==> src/rtl/milley_output_monitor.sv <==
// Observer for the 2-bit Mealy automaton output stream. Detects a latched 4-symbol
// sequence with overlap, counts matches and accepted symbols, and locks after a
// configurable number of matches since leaving IDLE.
module milley_output_monitor #(
    parameter int unsigned CNT_WIDTH    = 8,
    parameter int unsigned LOCK_MATCHES = 3
) (
    input  logic                 clk,
    input  logic                 reset,
    input  logic                 enable,
    input  logic                 clear,
    input  logic [7:0]           pattern,
    input  logic                 b_valid,
    input  logic [1:0]           b,
    output logic                 match,
    output logic                 locked,
    output logic [1:0]           state,
    output logic [CNT_WIDTH-1:0] match_count,
    output logic [CNT_WIDTH-1:0] symbol_count
);

    typedef enum logic [1:0] {
        StIdle    = 2'd0,
        StAcquire = 2'd1,
        StTrack   = 2'd2,
        StLocked  = 2'd3
    } state_e;

    localparam logic [CNT_WIDTH-1:0] CntMax  = '1;
    localparam logic [CNT_WIDTH-1:0] LockVal = CNT_WIDTH'(LOCK_MATCHES);

    state_e               state_q, state_d;
    logic [7:0]           hist_q, hist_d;
    logic [2:0]           fill_q, fill_d;
    logic [7:0]           pat_q, pat_d;
    logic                 match_q, match_d;
    logic [CNT_WIDTH-1:0] mcnt_q, mcnt_d;
    logic [CNT_WIDTH-1:0] scnt_q, scnt_d;
    // Matches since leaving IDLE; never exceeds LockVal, so it cannot saturate early
    logic [CNT_WIDTH-1:0] total_q, total_d;

    // Next-state: clear > disable > normal operation
    always_comb begin
        state_d = state_q;
        hist_d  = hist_q;
        fill_d  = fill_q;
        pat_d   = pat_q;
        match_d = 1'b0;
        mcnt_d  = mcnt_q;
        scnt_d  = scnt_q;
        total_d = total_q;

        if (clear) begin
            state_d = StIdle;
            hist_d  = '0;
            fill_d  = '0;
            mcnt_d  = '0;
            scnt_d  = '0;
            total_d = '0;
        end else if (!enable) begin
            state_d = StIdle;
            hist_d  = '0;
            fill_d  = '0;
            total_d = '0;
        end else begin
            unique case (state_q)
                StIdle: begin
                    pat_d   = pattern;
                    state_d = StAcquire;
                end
                StAcquire, StTrack: begin
                    if (b_valid) begin
                        hist_d = {b, hist_q[7:2]};
                        scnt_d = scnt_q + CNT_WIDTH'(1);
                        if (fill_q != 3'd4) begin
                            fill_d = fill_q + 3'd1;
                        end
                        if (fill_d == 3'd4) begin
                            state_d = StTrack;
                            if (hist_d == pat_q) begin
                                match_d = 1'b1;
                                if (mcnt_q != CntMax) begin
                                    mcnt_d = mcnt_q + CNT_WIDTH'(1);
                                end
                                total_d = total_q + CNT_WIDTH'(1);
                                if (total_d == LockVal) begin
                                    state_d = StLocked;
                                end
                            end
                        end
                    end
                end
                StLocked: begin
                    // Frozen until clear or disable
                end
                default: state_d = StIdle;
            endcase
        end
    end

    // State and datapath registers with asynchronous active-low reset
    always_ff @(posedge clk or negedge reset) begin
        if (!reset) begin
            state_q <= StIdle;
            hist_q  <= '0;
            fill_q  <= '0;
            pat_q   <= '0;
            match_q <= 1'b0;
            mcnt_q  <= '0;
            scnt_q  <= '0;
            total_q <= '0;
        end else begin
            state_q <= state_d;
            hist_q  <= hist_d;
            fill_q  <= fill_d;
            pat_q   <= pat_d;
            match_q <= match_d;
            mcnt_q  <= mcnt_d;
            scnt_q  <= scnt_d;
            total_q <= total_d;
        end
    end

    assign match        = match_q;
    assign locked       = (state_q == StLocked);
    assign state        = state_q;
    assign match_count  = mcnt_q;
    assign symbol_count = scnt_q;

endmodule

==> config.mk <==
export PLATFORM = sky130hd
export DESIGN_NAME = milley_output_monitor
export DESIGN_NICKNAME = d
export VERILOG_FILES = /design/src/rtl/milley_output_monitor.sv
export SDC_FILE = /design/constraint.sdc
export NUM_CORES = 1
export LEC_CHECK = 0
export CORE_UTILIZATION = 57
export CTS_BUF_LIST = sky130_fd_sc_hd__clkbuf_16
export DETAILED_ROUTE_END_ITERATION = 16
export GPL_TIMING_DRIVEN = 0
export PLACE_DENSITY = 0.84
export REMOVE_ABC_BUFFERS = 1
export SYNTH_ARGS = -nofsm -noshare
export SYNTH_HDL_FRONTEND = slang
export SYNTH_SLANG_ARGS = --single-unit
==> constraint.sdc <==
create_clock -name clk -period 4.18 [get_ports clk]
set_input_delay 0.627 -clock clk [delete_from_list [all_inputs] [get_ports clk]]
set_output_delay 0.627 -clock clk [all_outputs]
set_load 0.005 [all_outputs]
==> results.md <==
- Wire length of the first global-routing pass: 7728 µm
- Core Box Area: 3716 µm²
- Detailed placement HPWL: 3124 µm
- Post-synthesis cell type count: 35
- Final count of negative-setup-slack endpoints: 0
- Cell with the biggest individual delay on the critical path: sky130_fd_sc_hd__or4_1
- Die boundary width: 64.83 µm
- Post-synthesis instance total: 229
- Final Hold Vio Count: 0
- H-tree level count: 2
- Reg-to-Reg End: total_q[6]
- Maximum net fanout on the critical path: 16
- Quantity of gates resized following cts: 0
- Vias per inst: 5.826
- Number of slew-limit violations in the final report: 0
- # Max-Cap Violations: 0
- WL met1: 1959 µm
- Synth Area in Adders: 4.449%
- Nature of the critical path endpoint: flip-flop
- Library cell with the highest instance count after synthesis: sky130_fd_sc_hd__dfrtp_1
- Slew @ Worst Pin: 0.7790 ns
- CP Class: reg -> reg
- Die Y: 64.83 µm
- Mux contribution to synthesized area: 4.894%
- Overall overflow remaining after global route: 0
- First drt pass iteration count: 4
- Count of clock tree sinks: 44
- Dominant combinational cell family by area after synthesis: simple AND/OR/NAND/NOR gates
- Dominant synthesized flop cell: sky130_fd_sc_hd__dfrtp_1
- Delay-heaviest family, CP: simple AND/OR/NAND/NOR gates
- Longest Clk Path Bufs: 2
- Area Overhead vs Synth: 23.36%
- Number of buffer and inverter instances along the worst setup path: 1
- Launching instance or port of the critical path: fill_q[0]
- Combinational share of power: 9.2%
- DR top layer: met4
- Root Buffer Master: sky130_fd_sc_hd__clkbuf_16
- Net switching fraction of the power: 22.32%
- Average size of a mapped cell: 9.824 µm²
- Portion of the clock cycle consumed by the worst path in the final layout: 72.81%
- Synth Area in Compound Gates: 12.24%
- Number of buffers added on ports: 34
- Post-CTS Setup Bufs: 0
- Time the final worst path needs with I/O delays and setup: 3.043 ns
- Async set-or-reset flop fraction in the synthesized netlist: 100.0%
- Die outline area: 4202 µm²
- Switching Power: 202.1 µW
- Relative max-transition margin: 48.07%
- Dominant cell type by count on the critical path: sky130_fd_sc_hd__or4_1
- List of cells traversed by the critical path: inv_1 -> ha_1 -> or3b_1 -> a311o_1 -> or4_1 -> or4_1 -> a21oi_1
- FF-to-FF path depth: 7
- Synthesis Warnings: 0
- Clock tree skew after final layout: 0.003996 ns
- Max VDD drop: 289.2 µV
- Xor-xnor portion of the synthesized cell area: 7.008%
- Required time of the critical path: 4.37 ns
- Synth Register Bits: 44
- Clock-pin slew reported for the worst setup and hold paths after clock tree synthesis: 0.06 ns
- Timing endpoint of the critical path: total_q[6]
- Final routed wire length divided by cell count: 14.43 µm
- Antenna violations before repair: 0
- Leak: 1.146 nW
- Global placement routability congestion: 0.7711
- Hold bufs inserted after CTS: 0
- Drt total wl: 4489 µm
- Most frequent cells after synthesis: sky130_fd_sc_hd__dfrtp_1 (44), sky130_fd_sc_hd__a21oi_1 (24), sky130_fd_sc_hd__nand2_1 (23)
- Amount of wire on met2 after detailed routing: 2323 µm
- Sequential fraction of the synthesis area: 48.94%
- Cell Count Post-Placement: 303
- Pin count of the biggest net entering global routing: 24
- Synth area leaders: sky130_fd_sc_hd__dfrtp_1 (49%), sky130_fd_sc_hd__a21oi_1 (5.3%), sky130_fd_sc_hd__xnor2_1 (4.7%)
- Placement Rows: 22
- Clock tree from TritonCTS: yes
- Post-route setup TNS: 0 ns
- Tightest Hold Check Type: in -> async
- Starting utilization of the core area: 60.54%
- Remaining antenna violation count after routing: 0
- Part of the total power dissipated in sequential elements: 50.5%
- Post-synth top area share: 48.94%
- Startpoint class of the critical path: flip-flop
- Number of diodes: 0
- Result of the run: complete, no violations
- Net count, final: 285
- Met3 WL post-DR: 151 µm
- Starting DRT DRC Count: 199
- Number of buffers created by CTS: 5
- Number of global-route vias before repair: 1731
- RSZ-0062 raised after global routing: false
- Total via count after detailed routing: 1812
- Power per standard cell area: 326.3 nW/µm²
- Crit-path max cell delay: 0.77 ns
- Source of the worst register-to-register timing path: fill_q[0]
- Later-pin clock latency in the skew report: 0.28 ns
- Clock power frac: 40.3%
- Number of synthesized flops with an enable pin: 0
- Crit path depth: 7
- Synthesized area: 2250 µm²
- Dominant cell type by area after synthesis: sky130_fd_sc_hd__dfrtp_1
- # IOs: 35
- WP data arrival: 3.24 ns
- Upper clock frequency limit: 0.3286 GHz
- Setup slack of the most critical reg-to-reg path: 1.14 ns
- Fraction of layout cells with a size suffix above 1: 6.464%
- Final Instance Count excl. Fillers: 311
- Overall Global Routing Usage: 24.48%
- DRC violations left: 0
- Basic-gate share of the synthesized area counting and, or, nand and nor cells: 19.63%
- Internal cell power: 703.4 µW
## power by group through the flow
| stage | clock network [mW] | logic, mW | registers [mW] |
|---|---|---|---|
| finish | 0.365 | 0.0836 | 0.457 |
| detailed placement | 0 | 0.0845 | 0.465 |
| floorplan | 0 | 0.0455 | 0.461 |
| CTS | 0.370 | 0.0853 | 0.457 |
| global route | 0.390 | 0.0927 | 0.459 |
| global placement | 0 | 0.0793 | 0.463 |
## layer usage
metal  vias to the layer above  global-route usage, %
li1                        882                      -
met1                       888                  30.71
met2                        36                  41.67
met3                         6                  5.634
met4                         0                  7.500
met5                         -                      0
## stage by stage
stage | power [mW] | instance area (µm²) | hold slack (ns) | utilization [%] | setup slack, ns
final | 0.9055 | 2775 | 0.3269 | 74.68 | 1.137
after global routing | 0.9410 | 2775 | 0.3691 | 74.68 | 0.9489
after CTS | 0.9125 | 2775 | 0.3392 | 74.68 | 1.118
after detailed placement | 0.5494 | 2639 | 0.5174 | 71.01 | 1.133
after global placement | 0.5427 | 2616 | 0.5110 | 70.40 | 1.192
after floorplan | 0.5064 | 2216 | 0.3314 | - | 1.367
## cells by family after synthesis
logic type	Yosys count
muxes	10
AOI/OAI and AO/OA	46
buffers and inverters	17
and+or+nand+nor	86
adders and majority gates	8
DFF	44
xor gates and xnor gates	18
## worst min path at each step
stage                     cells past startpoint        endpoint  slack [ns]  startpoint
final                                         1  match_count[3]        0.33       reset
after floorplan                               0       fill_q[0]        0.33       reset
after CTS                                     1  match_count[3]        0.34       reset
after global placement                        1        pat_q[7]        0.51    pat_q[7]
after detailed placement                      1        pat_q[7]        0.52    pat_q[7]
after global routing                          1  match_count[3]        0.37       reset
## final cells by class
| type | count | area, µm² |
|---|---|---|
| sequential | 44 | 1101 |
| multi-input combinational | 168 | 1085 |
| fill | 276 | 940.9 |
| timing repair buffer | 35 | 362.8 |
| clock buffer | 5 | 125.1 |
| tap | 48 | 60.06 |
| inverter | 8 | 30.03 |
| clock inverter | 3 | 11.26 |
## layout by cell type (no fill, tap or decap), drive strengths merged, types with 2 or more instances in the layout
cell           count
clkbuf             5
nand2b             2
a21oi             24
and2               2
ha                 8
xor2               6
mux2i              2
xnor2             12
nand4              5
or3               10
o31ai              2
nor2              15
or4                4
inv               10
o32ai              2
clkdlybuf4s50     33
and3               6
dfrtp             44
buf                2
nor3               3
o21ai             11
mux2               8
nand2             23
nand3             10
## sequential cells by signal (all words and copies together) (netlist names)
register      count
fill_q            3
match_count       8
state             2
pat_q             8
total_q           8
symbol_count      8
match             1
hist_q            6
No activity file was read; power rests on OpenSTA's default activity.
